## config.mk

```make
export PLATFORM = sky130hd
export DESIGN_NAME = fetch_unit
export DESIGN_NICKNAME = d
export VERILOG_FILES = /design/src/rtl/cpu_pkg.sv /design/src/rtl/fetch_unit.sv
export SDC_FILE = /design/constraint.sdc
export NUM_CORES = 1
export LEC_CHECK = 0
export CORE_ASPECT_RATIO = 0.8
export CORE_MARGIN = 10
export CORE_UTILIZATION = 40
export CTS_BUF_LIST = sky130_fd_sc_hd__clkbuf_4
export DETAILED_ROUTE_END_ITERATION = 8
export PLACE_DENSITY = 0.91
export SYNTH_ARGS = -nofsm -noshare
export SYNTH_HDL_FRONTEND = slang
export SYNTH_SLANG_ARGS = --single-unit
```

## constraint.sdc

```tcl
create_clock -name clk -period 3.9 [get_ports clk]
set_clock_uncertainty 0.05 [all_clocks]
set_input_delay 0.78 -clock clk [delete_from_list [all_inputs] [get_ports clk]]
set_output_delay 0.78 -clock clk [all_outputs]
set_load 0.005 [all_outputs]
```

## src/rtl/cpu_pkg.sv

```systemverilog
// Shared types for the 8-bit processor: address/instruction widths and
// the fetch sequencer state encoding.
package cpu_pkg;

  localparam int CPU_AW = 8;
  localparam int CPU_DW = 8;

  typedef logic [CPU_AW-1:0] addr_t;
  typedef logic [CPU_DW-1:0] instr_t;

  // S_HOLD samples pc, S_FETCH waits for the read, S_DRAIN waits out a
  // read whose data was invalidated by a redirect.
  typedef enum logic [1:0] {
    S_HOLD  = 2'd0,
    S_FETCH = 2'd1,
    S_DRAIN = 2'd2
  } fetch_state_t;

endpackage

```

## src/rtl/fetch_unit.sv

```systemverilog
// Instruction fetch sequencer: samples the program counter, runs a req/ack
// read with program memory and hands each byte to the decoder through a
// valid/ready instruction register. Branch redirects load the program
// counter and flush the instruction register.
module fetch_unit
  import cpu_pkg::*;
#(
  parameter int AW = 8,
  parameter int DW = 8
) (
  input  logic          clk,
  input  logic          rst_n,
  input  logic [AW-1:0] pc,
  output logic          pc_cnt,
  output logic          pc_ld,
  output logic [AW-1:0] pc_addr,
  output logic          mem_req,
  output logic [AW-1:0] mem_addr,
  input  logic          mem_ack,
  input  logic [DW-1:0] mem_rdata,
  output logic          ir_valid,
  output logic [DW-1:0] ir,
  output logic [AW-1:0] ir_pc,
  input  logic          ir_ready,
  input  logic          br_valid,
  input  logic [AW-1:0] br_target
);

  fetch_state_t  state_q, state_d;
  logic [AW-1:0] addr_q, addr_d;
  logic [DW-1:0] ir_q, ir_d;
  logic [AW-1:0] ir_pc_q, ir_pc_d;
  logic          ir_valid_q, ir_valid_d;
  logic          capture;

  // A fetch completes only when the read returns and no redirect kills it.
  assign capture  = (state_q == S_FETCH) && mem_ack && !br_valid;

  assign mem_req  = (state_q == S_FETCH) || (state_q == S_DRAIN);
  assign mem_addr = addr_q;
  assign pc_cnt   = capture;
  assign pc_ld    = br_valid && rst_n;
  assign pc_addr  = br_target;
  assign ir_valid = ir_valid_q;
  assign ir       = ir_q;
  assign ir_pc    = ir_pc_q;

  // State, address and instruction registers; async reset aborts any read.
  always_ff @(posedge clk or negedge rst_n) begin
    if (!rst_n) begin
      state_q    <= S_HOLD;
      addr_q     <= '0;
      ir_q       <= '0;
      ir_pc_q    <= '0;
      ir_valid_q <= 1'b0;
    end else begin
      state_q    <= state_d;
      addr_q     <= addr_d;
      ir_q       <= ir_d;
      ir_pc_q    <= ir_pc_d;
      ir_valid_q <= ir_valid_d;
    end
  end

  // Next-state logic; the address is only sampled in S_HOLD so it is stable while mem_req is high.
  always_comb begin
    state_d = state_q;
    addr_d  = addr_q;
    case (state_q)
      S_HOLD: begin
        addr_d = pc;
        if ((!ir_valid_q || ir_ready) && !br_valid) state_d = S_FETCH;
      end
      S_FETCH: begin
        if (br_valid)     state_d = mem_ack ? S_HOLD : S_DRAIN;
        else if (mem_ack) state_d = S_HOLD;
      end
      S_DRAIN: begin
        if (mem_ack) state_d = S_HOLD;
      end
      default: state_d = S_HOLD;
    endcase
  end

  // Instruction register: a flush beats both capture and decoder acceptance.
  always_comb begin
    ir_d       = ir_q;
    ir_pc_d    = ir_pc_q;
    ir_valid_d = ir_valid_q;
    if (br_valid) begin
      ir_valid_d = 1'b0;
    end else if (capture) begin
      ir_d       = mem_rdata;
      ir_pc_d    = addr_q;
      ir_valid_d = 1'b1;
    end else if (ir_valid_q && ir_ready) begin
      ir_valid_d = 1'b0;
    end
  end

endmodule

```

# Word level (Yosys, flattened, before mapping)

Cells that the tools add are included.

Register bits after elaboration: 27
Input port bits: 29
Output and inout port bits: 36
Word-level logic and storage cells: 29

Equal/unequal tests: 3
Muxes and demuxes: 8
Bitwise logic cells: 1
Reductions and logical operators: 12

Operator list:

| kind               | count |
|---|---|
| $mux 2             | 4 |
| $pmux 2 s3         | 1 |
| $logic_and 1x1->1  | 5 |
| $mux 1             | 3 |
| $reduce_bool 3->1  | 1 |
| $eq 2x1->1 const B | 1 |
| $eq 2x2->1 const B | 1 |
| $logic_not 1->1    | 2 |
| $logic_not 2->1    | 1 |
| $logic_or 1x1->1   | 2 |
| $ne 2x2->1 const B | 1 |
| $reduce_and 2->1   | 1 |
| $not 1->1          | 1 |

# Depth between registers and ports, before layout

Gate-level depths: netlist (run 1).

Depth in word-level cells: 5
Mapped depth: 6
Mapped depth without buffers: 5

# Least setup slack after synthesis (run 1)

Ideal clock, no wire load.

Path kind: in2out
From: input br_valid
To: output pc_cnt
Arrival: 1.209 ns
Data required time: 3.070 ns
Slack: 1.861 ns
Stages: 4
Path buffers: 1
Cells stage by stage: nor2b_4 > nand2_4 > buf_6 > inv_1

Cells in the longest elaborated chain, start to end: 2

Ends and longest elaborated chain:

| item              | line             | source |
|---|---|---|
| start, declared   | fetch_unit.sv:25 | `input logic br_valid,` |
| $logic_not 1->1   | fetch_unit.sv:37 | `assign capture = (state_q == S_FETCH) && mem_ack && !br_valid;` |
| $logic_and 1x1->1 | fetch_unit.sv:37 |  |
| end, declared     | fetch_unit.sv:14 | `output logic pc_cnt,` |

Every way passes these cells.

# Final worst setup path (run 1)

Same ends and word-level chain as after synthesis.

==> impl_metrics.json, run 1 <==
{
  "r2r-end": "state_q[0]$_DFFE_PN0P_",
  "ys_seq_area_share_pct": 55.3,
  "clkLatencyLatePin_ns": 0.31,
  "synthArstFlopShare_pct": 100,
  "ioPinCount": 65,
  "synth-seq-cells": 27,
  "cp_max_fo": 18,
  "die_h_um": 69.4,
  "ys_types": 20,
  "hold_buffers": 0,
  "p_leak_nw": 0.756,
  "wirelength_mm": 2.85,
  "r2r_start": "state_q[0]$_DFFE_PN0P_",
  "drive_gt1_share_pct": 23.8,
  "drtAntennaViolNets": 0,
  "io_buffers": 48,
  "syn_to_final_growth_pct": 39.3,
  "synth_edf_count": 0,
  "synth_ff_type": "dfrtp_1",
  "via_count": 815,
  "numCtsBuffers": 3,
  "antenna_found_initial": 0,
  "setup_viol": 0,
  "min_to": "ir_pc[0]$_DFFE_PN0P_",
  "synthesis.area_um2": 1220,
  "criticalPathCategory": "input port to output port",
  "post_cts_buffers": 0,
  "route.detailed.drc": 0,
  "grtUsageTotal_pct": 9.72,
  "tightestPinTransition_ns": 0.479,
  "cp_slowest_cell": "clkdlybuf4s50_1",
  "grt_max_degree": 28,
  "cts_tree": "yes",
  "cts_sinks": 27,
  "wl_per_cell_um": 17.4,
  "place.gp.congestion": 0.738,
  "rows": 17,
  "core-area_um2": 2850,
  "arrival_ns": 2.29,
  "path_clk_slew_ns": 0.14,
  "period_minus_slack_ns": 3.12,
  "drv_slew": 0,
  "critPathLaunchType": "input port",
  "reg2reg_depth": 5,
  "worstPathRequired_ns": 3.07,
  "drtIter0Drc": 60,
  "viasPerCell": 4.97,
  "setup_tns_ns": 0,
  "start_util_pct": 42.8,
  "crit_path_cell_trace": "clkdlybuf4s50_1, nor2b_4, nand2_4, inv_1, clkdlybuf4s50_1",
  "rsz0062_at_grt": "no",
  "grt_pass1_wl_mm": 4.37,
  "ir_worst_vdd_uv": 382,
  "cts.repair.resized": 0,
  "antenna_cells": 0,
  "avgSynthCellArea_um2": 14.7,
  "end_kind": "output port",
  "cts_buffer_depth": 2,
  "grt_pass1_vias": 875,
  "hold_violations": 0,
  "max_freq_ghz": 0.321,
  "maxSlewHeadroom_pct": 68.1,
  "dp_hpwl_mm": 2.20,
  "syn_nets": 116,
  "cts_root_buf": "clkbuf_4",
  "fin_crit_sh_pct": 79.9,
  "critPathMaxStageDelay_ns": 0.52,
  "dp_slack_ns": 0.784,
  "syn-instance-count": 83,
  "status": "completed",
  "htree_levels": 1,
  "yosysWarnings": 0,
  "worst_slack_ns": 0.784,
  "dieArea_um2": 5680,
  "fillers": 247,
  "max-cap-violations": 0,
  "dr.pass1.iters": 4,
  "grt_overflow": 0,
  "hp-class": "flop to flop",
  "die_w_um": 81.8,
  "r2r_slack_ns": 1.97,
  "hold_depth": 1,
  "cp_common_cell": "clkdlybuf4s50_1",
  "nets": 160,
  "min_from": "ir_pc[0]$_DFFE_PN0P_",
  "cellPowerDensity_nw_per_um2": 718
}
-- worst max-delay path, delay by kind of cell --
| family | cells | cell delay, ns |
|---|---|---|
| buffers and inverters | 3 | 1.11 |
| AND/OR/NAND/NOR | 2 | 0.38 |
-- cells in the final DEF, fill, tap and decap left out, drive strengths merged --
cell,instances
clkdlybuf4s50,48
dfrtp,27
mux2,24
ha,4
inv,4
o21ai,3
clkbuf,3
o211ai,2
nor2b,2
nand2,1
and2,1
or4,1
nor2,1
a31oi,1
o22ai,1
nand2b,1
clkinv,1
buf,1
-- logic make-up (layout without fill, tap and decap cells) --
group	Yosys count	after routing	share of synthesized area, %
compound gates	7	7	3.48
flops	27	27	55.3
mux	24	24	24.6
buf+inv	14	57	7.99
fa+ha+maj	4	4	4.10
simple gates	7	7	4.51
-- stage by stage --
| stage | instance area [um2] | hold WS [ns] | util (%) | power [mW] | std cells |
|---|---|---|---|---|---|
| floorplan | 1220 | 0.434 | - | 0.767 | 83 |
| global placement | 1670 | 0.433 | 58.7 | 1.09 | 160 |
| finish | 1700 | 0.463 | 59.7 | 1.22 | 164 |
| detailed placement | 1670 | 0.440 | 58.7 | 1.12 | 160 |
| CTS | 1700 | 0.470 | 59.7 | 1.24 | 164 |
| global route | 1700 | 0.489 | 59.7 | 1.31 | 164 |
-- cell usage after synthesis, types with 2 or more instances --
master	number	area share, %
inv_1	3	0.92
dfrtp_1	27	55
mux2_4	8	9.8
ha_1	4	4.1
o211ai_1	2	1.2
mux2_2	14	13
o21ai_0	3	1.2
buf_4	8	4.9
buf_6	2	1.8
mux2_1	2	1.8
-- worst max-delay path by stage --
stage,start,end,cells past startpoint
global route,br_valid,pc_cnt,5
finish,br_valid,pc_cnt,5
global placement,br_valid,pc_cnt,5
floorplan,br_valid,pc_cnt,4
detailed placement,br_valid,pc_cnt,5
CTS,br_valid,pc_cnt,5
-- power breakdown --
part	switching [mW]	internal, mW	total, mW
Combinational	0.190	0.414	0.605
Sequential	0.0845	0.415	0.499
Clock	0.0789	0.0383	0.117
-- state kept, by name, indices dropped and copies added (netlist names) --
signal	flops
state_q	2
mem_addr	8
ir_valid	1
ir	8
ir_pc	8
-- final cells by class --
type / count / area (um2) / area share (%)
Clock inverter: 1 / 5.00 / 0.294
Inverter: 4 / 15.0 / 0.882
Tap cell: 38 / 47.5 / 2.79
Sequential cell: 27 / 676 / 39.7
Timing Repair Buffer: 49 / 488 / 28.7
Multi-Input combinational cell: 42 / 448 / 26.3
Clock buffer: 3 / 22.5 / 1.32
-- layer usage --
| metal | track usage, % | vias to the layer above | wire, um |
|---|---|---|---|
| met4 | 2.62 | 0 | 17 |
| met1 | 10.8 | 401 | 1130 |
| li1 | - | 361 | - |
| met5 | 0 | - | 0 |
| met2 | 14.5 | 49 | 1260 |
| met3 | 6.85 | 4 | 444 |
(Power assumes the default switching activity.)
==> run 2, diff against run 1 <==
--- a/config.mk
+++ b/config.mk
@@ -7,10 +7,10 @@
 export LEC_CHECK = 0
 export CORE_ASPECT_RATIO = 0.8
 export CORE_MARGIN = 10
-export CORE_UTILIZATION = 40
+export CORE_UTILIZATION = 36
 export CTS_BUF_LIST = sky130_fd_sc_hd__clkbuf_4
 export DETAILED_ROUTE_END_ITERATION = 8
-export PLACE_DENSITY = 0.91
+export PLACE_DENSITY = 0.87
 export SYNTH_ARGS = -nofsm -noshare
 export SYNTH_HDL_FRONTEND = slang
 export SYNTH_SLANG_ARGS = --single-unit
==> constraint.sdc (replaced) <==
create_clock -name clk -period 2.7 [get_ports clk]
set_clock_uncertainty 0.05 [all_clocks]
set_input_delay 0.54 -clock clk [delete_from_list [all_inputs] [get_ports clk]]
set_output_delay 0.54 -clock clk [all_outputs]
set_load 0.005 [all_outputs]
==> run 2 against run 1 <==
Sequential cell count stayed put. Sequential power is 45% higher. Utilization is 5.7 points lower. Setup slack worse by 0.60 ns. Design area is 0.74% higher. Sequential share of layout area is 0.29 points lower. Register-to-register slack worse by 1.2 ns. Worst hold slack worse by 0.0012 ns. Count of clock-buffer cells in the layout is 1 higher. Critical path type is now flop to output port. Largest power group unchanged.
==> impl_metrics.json, run 2 (same netlist as run 1, synthesis figures left out) <==
{
  "status": "completed",
  "via_count": 784,
  "io_buffers": 48,
  "grt_max_degree": 28,
  "place.gp.congestion": 0.702,
  "hold_violations": 0,
  "cts_sinks": 27,
  "drtAntennaViolNets": 0,
  "period_minus_slack_ns": 2.51,
  "grtUsageTotal_pct": 10.1,
  "ioPinCount": 65,
  "fin_crit_sh_pct": 93.1,
  "max-cap-violations": 0,
  "dr.pass1.iters": 4,
  "wl_per_cell_um": 17.9,
  "setup_tns_ns": 0,
  "drtIter0Drc": 30,
  "maxSlewHeadroom_pct": 67.1,
  "die_w_um": 85.1,
  "wirelength_mm": 2.99,
  "cts.repair.resized": 0,
  "hp-class": "flop to flop",
  "layout_commonest_cell": "clkdlybuf4s50_1",
  "rows": 18,
  "htree_levels": 1,
  "setup_viol": 0,
  "grt_overflow": 0,
  "tightestPinTransition_ns": 0.494,
  "dp_hpwl_mm": 2.28,
  "post_cts_buffers": 0,
  "dp_slack_ns": 0.218,
  "route.detailed.drc": 0,
  "cellPowerDensity_nw_per_um2": 1040,
  "drv_slew": 0,
  "cts_buffer_depth": 2,
  "grt_pass1_vias": 963,
  "power_mw": 1.78,
  "antenna_found_initial": 0,
  "cp_max_fo": 4,
  "worst_slack_ns": 0.185,
  "critPathLaunchType": "flop",
  "end_kind": "output port",
  "viasPerCell": 4.69,
  "ir_worst_vdd_uv": 656,
  "p_leak_nw": 0.761,
  "cts_tree": "yes",
  "numCtsBuffers": 3,
  "arrival_ns": 1.92,
  "dieArea_um2": 6140,
  "worstPathRequired_ns": 2.11,
  "criticalPathCategory": "flop to output port",
  "cts_root_buf": "clkbuf_4",
  "die_h_um": 72.1,
  "path_clk_slew_ns": 0.15,
  "max_freq_ghz": 0.398,
  "layout_common_cells": "clkdlybuf4s50_1 (48), dfrtp_1 (27), mux2_2 (14)",
  "rsz0062_at_grt": "no",
  "start_util_pct": 38.5,
  "syn_to_final_growth_pct": 40.4,
  "nets": 161,
  "hold_buffers": 0,
  "drive_gt1_share_pct": 24.4,
  "clkLatencyLatePin_ns": 0.33,
  "antenna_cells": 0,
  "postPlaceCellArea_um2": 1680,
  "core-area_um2": 3180,
  "stdcell_area_um2": 1710,
  "grt_pass1_wl_mm": 4.91
}
==> run 2: changes by cell type in the layout (fill, tap and decap cells not counted), sizes merged <==
| cell | before | now |
|---|---|---|
| clkbuf | 3 | 4 |
| clkinv | 1 | 0 |
| buf | 1 | 2 |
==> run 2: worst paths after layout <==
path                                   startpoint                      end  slack (ns)  cells past startpoint
max                        state_q[1]$_DFFE_PN0P_                   pc_cnt        0.19                      6
min                          ir_pc[0]$_DFFE_PN0P_     ir_pc[0]$_DFFE_PN0P_        0.46                      1
max reg2reg                state_q[0]$_DFFE_PN0P_   state_q[0]$_DFFE_PN0P_        0.80                      5
min reg2reg                  ir_pc[0]$_DFFE_PN0P_     ir_pc[0]$_DFFE_PN0P_        0.46                      1
max in group asynchronous                   rst_n  mem_addr[0]$_DFFE_PN0N_        1.77                      2
min in group asynchronous                   rst_n     ir_pc[4]$_DFFE_PN0P_        0.56                      2
==> run 2: layout make-up <==
cell class	count	area, um2
Fill cell	267	1460
Sequential cell	27	676
Timing Repair Buffer	50	495
Multi-Input combinational cell	42	448
Tap cell	40	50.0
Clock buffer	4	30.0
Inverter	4	15.0
==> run 2: worst max-delay path, cell delays in order (launching register included) <==
cell and delay [ns]:
dfrtp_1 0.46, inv_1 0.12, ha_1 0.21, nor2b_4 0.20, nand2_4 0.06, inv_1 0.05
clkdlybuf4s50_1 0.50
==> run 2: report_power, final <==
group	internal, mW	switching, mW
sequential	0.599	0.123
clock	0.0679	0.115
combinational	0.602	0.276
==> run 2: metrics by stage <==
step                cells  utilization, %  hold WS (ns)
floorplan              83               -         0.194
global placement      163            53.0         0.425
detailed placement    163            53.0         0.439
CTS                   167            54.0         0.470
global route          167            54.0         0.488
finish                167            54.0         0.462
==> run 2: metal layers <==
| layer | wire length [um] | global-route usage, % |
|---|---|---|
| met1 | 1160 | 10.4 |
| met2 | 1330 | 15.6 |
| met3 | 449 | 7.48 |
| met4 | 53 | 3.47 |
| met5 | 0 | 0 |
==> run 3, diff against run 2 <==
--- a/config.mk
+++ b/config.mk
@@ -7,10 +7,10 @@
 export LEC_CHECK = 0
 export CORE_ASPECT_RATIO = 0.8
 export CORE_MARGIN = 10
-export CORE_UTILIZATION = 36
+export CORE_UTILIZATION = 40
 export CTS_BUF_LIST = sky130_fd_sc_hd__clkbuf_4
 export DETAILED_ROUTE_END_ITERATION = 8
-export PLACE_DENSITY = 0.87
+export PLACE_DENSITY = 0.91
 export SYNTH_ARGS = -nofsm -noshare
 export SYNTH_HDL_FRONTEND = slang
 export SYNTH_SLANG_ARGS = --single-unit
==> constraint.sdc (replaced) <==
create_clock -name clk -period 3 [get_ports clk]
set_clock_uncertainty 0.05 [all_clocks]
set_input_delay 0.6 -clock clk [delete_from_list [all_inputs] [get_ports clk]]
set_output_delay 0.6 -clock clk [all_outputs]
set_load 0.005 [all_outputs]
==> run 3 against run 2 <==
Non-clock buffer count did not move. Setup slack improved by 0.24 ns. Critical endpoint unchanged. Die area fell by 7.5%. Global-route usage rose by 0.90 points. Worst hold slack got worse by 0.0011 ns. Wire length fell by 3.3%. Sequential cell count did not move.
==> impl_metrics.json, run 3 (same netlist as run 1, synthesis figures left out) <==
{
  "reg2reg_depth": 5,
  "syn_to_final_growth_pct": 40.2,
  "arrival_ns": 1.92,
  "antenna_found_initial": 0,
  "p_int_mw": 1.13,
  "cellPowerDensity_nw_per_um2": 929,
  "r2r-end": "state_q[0]$_DFFE_PN0P_",
  "cp_max_fo": 6,
  "route.detailed.drc": 0,
  "fin_crit_sh_pct": 85.7,
  "core-area_um2": 2850,
  "critPathMaxStageDelay_ns": 0.53,
  "drtAntennaViolNets": 0,
  "nets": 161,
  "cp_common_cell": "clkdlybuf4s50_1",
  "grt_overflow": 0,
  "rsz0062_at_grt": "no",
  "crit_path_cell_trace": "clkdlybuf4s50_1, nor2b_4, nand2_4, inv_1, clkdlybuf4s50_1",
  "drtIter0Drc": 32,
  "cts_sinks": 27,
  "dp_slack_ns": 0.421,
  "grt_pass1_vias": 961,
  "critPathLaunchType": "input port",
  "io_buffers": 48,
  "end_kind": "output port",
  "layout_common_cells": "clkdlybuf4s50_1 (48), dfrtp_1 (27), mux2_2 (14)",
  "max_freq_ghz": 0.389,
  "max-cap-violations": 0,
  "dieArea_um2": 5680,
  "wirelength_mm": 2.89,
  "p_switching_mw": 0.458,
  "grt_max_degree": 28,
  "postPlaceCellArea_um2": 1680,
  "pwr-share-seq_pct": 40.8,
  "tightestPinTransition_ns": 0.488,
  "wl_per_cell_um": 17.5,
  "post_cts_buffers": 0,
  "cts_root_buf": "clkbuf_4",
  "rows": 17,
  "via_count": 809,
  "status": "completed",
  "criticalPathCategory": "input port to output port",
  "cts_tree": "yes",
  "hp-class": "flop to flop",
  "die_h_um": 69.4,
  "r2r_start": "state_q[0]$_DFFE_PN0P_",
  "antenna_cells": 0,
  "cts.repair.resized": 0,
  "p_leak_nw": 0.757,
  "dr.pass1.iters": 4,
  "hold_violations": 0,
  "worstPathRequired_ns": 2.35,
  "path_clk_slew_ns": 0.15,
  "switching_share_pct": 28.8,
  "hold_buffers": 0,
  "stdcell_area_um2": 1710,
  "period_minus_slack_ns": 2.57,
  "cp_slowest_cell": "clkdlybuf4s50_1",
  "start_util_pct": 42.8,
  "grtUsageTotal_pct": 11.0,
  "viasPerCell": 4.90,
  "numCtsBuffers": 3,
  "clkLatencyLatePin_ns": 0.32,
  "setup_tns_ns": 0,
  "fin_cells": 165,
  "worst_slack_ns": 0.428,
  "ioPinCount": 65,
  "p_clk_share_pct": 9.7,
  "place.gp.congestion": 0.874,
  "layout_commonest_cell": "clkdlybuf4s50_1",
  "dp_hpwl_mm": 2.31,
  "die_w_um": 81.8,
  "crit_path_end": "pc_cnt",
  "drv_slew": 0,
  "power_frac_comb_pct": 49.5,
  "setup_viol": 0,
  "utilization_pct": 60.1,
  "cts_buffer_depth": 2,
  "htree_levels": 1,
  "maxSlewHeadroom_pct": 67.4,
  "ir_worst_vdd_uv": 423,
  "r2r_slack_ns": 1.14,
  "dp.cells": 161,
  "crit_start": "br_valid",
  "drive_gt1_share_pct": 24.4,
  "grt_pass1_wl_mm": 4.93
}
==> run 3: cell count changes in the layout (fill, tap and decap cells not counted) <==
| cell | previous run | this run |
|---|---|---|
| clkbuf_4 | 4 | 3 |
| clkinvlp_4 | 0 | 1 |
==> run 3: area by class of cell <==
class / count / area (um2)
Clock inverter: 1 / 7.51
Timing Repair Buffer: 50 / 495
Inverter: 4 / 15.0
Multi-Input combinational cell: 42 / 448
Clock buffer: 3 / 22.5
Tap cell: 38 / 47.5
Fill cell: 244 / 1140
Sequential cell: 27 / 676
==> run 3: worst min-delay path by stage <==
stage | slack (ns) | from | to | depth (start not counted)
2_1_floorplan | 0.25 | rst_n | ir[0]$_DFFE_PN0P_ | 0
6_report | 0.46 | ir_pc[0]$_DFFE_PN0P_ | ir_pc[0]$_DFFE_PN0P_ | 1
4_1_cts | 0.47 | ir_pc[0]$_DFFE_PN0P_ | ir_pc[0]$_DFFE_PN0P_ | 1
3_5_place_dp | 0.44 | ir_pc[0]$_DFFE_PN0P_ | ir_pc[0]$_DFFE_PN0P_ | 1
5_1_grt | 0.49 | ir_pc[0]$_DFFE_PN0P_ | ir_pc[0]$_DFFE_PN0P_ | 1
3_3_place_gp | 0.43 | ir_pc[0]$_DFFE_PN0P_ | ir_pc[0]$_DFFE_PN0P_ | 1
==> run 3: power by group through the flow <==
stage / Combinational (mW) / Clock (mW) / Sequential [mW]
finish: 0.787 / 0.155 / 0.648
global route: 0.859 / 0.183 / 0.683
CTS: 0.808 / 0.167 / 0.653
detailed placement: 0.802 / 0 / 0.660
global placement: 0.782 / 0 / 0.640
floorplan: 0.338 / 0 / 0.659
==> run 3: layer usage <==
layer,wire length [um],vias up,track usage [%],part of all wire [%]
met5,0,-,0,0
met4,12,0,1.69,0.42
met3,438,4,7.62,15
met2,1390,38,17.8,48
met1,1050,398,11.6,36
li1,-,369,-,-
==> run 3: stage by stage <==
stage	total power [mW]	hold slack, ns
2_1_floorplan	0.997	0.254
3_3_place_gp	1.42	0.427
3_5_place_dp	1.46	0.437
4_1_cts	1.63	0.472
5_1_grt	1.72	0.492
6_report	1.59	0.461
==> run 3: worst max-delay path: cells and delay by family <==
kind / cells / cell delay [ns]
buffers and inverters: 3 / 1.07
AND/OR/NAND/NOR: 2 / 0.25
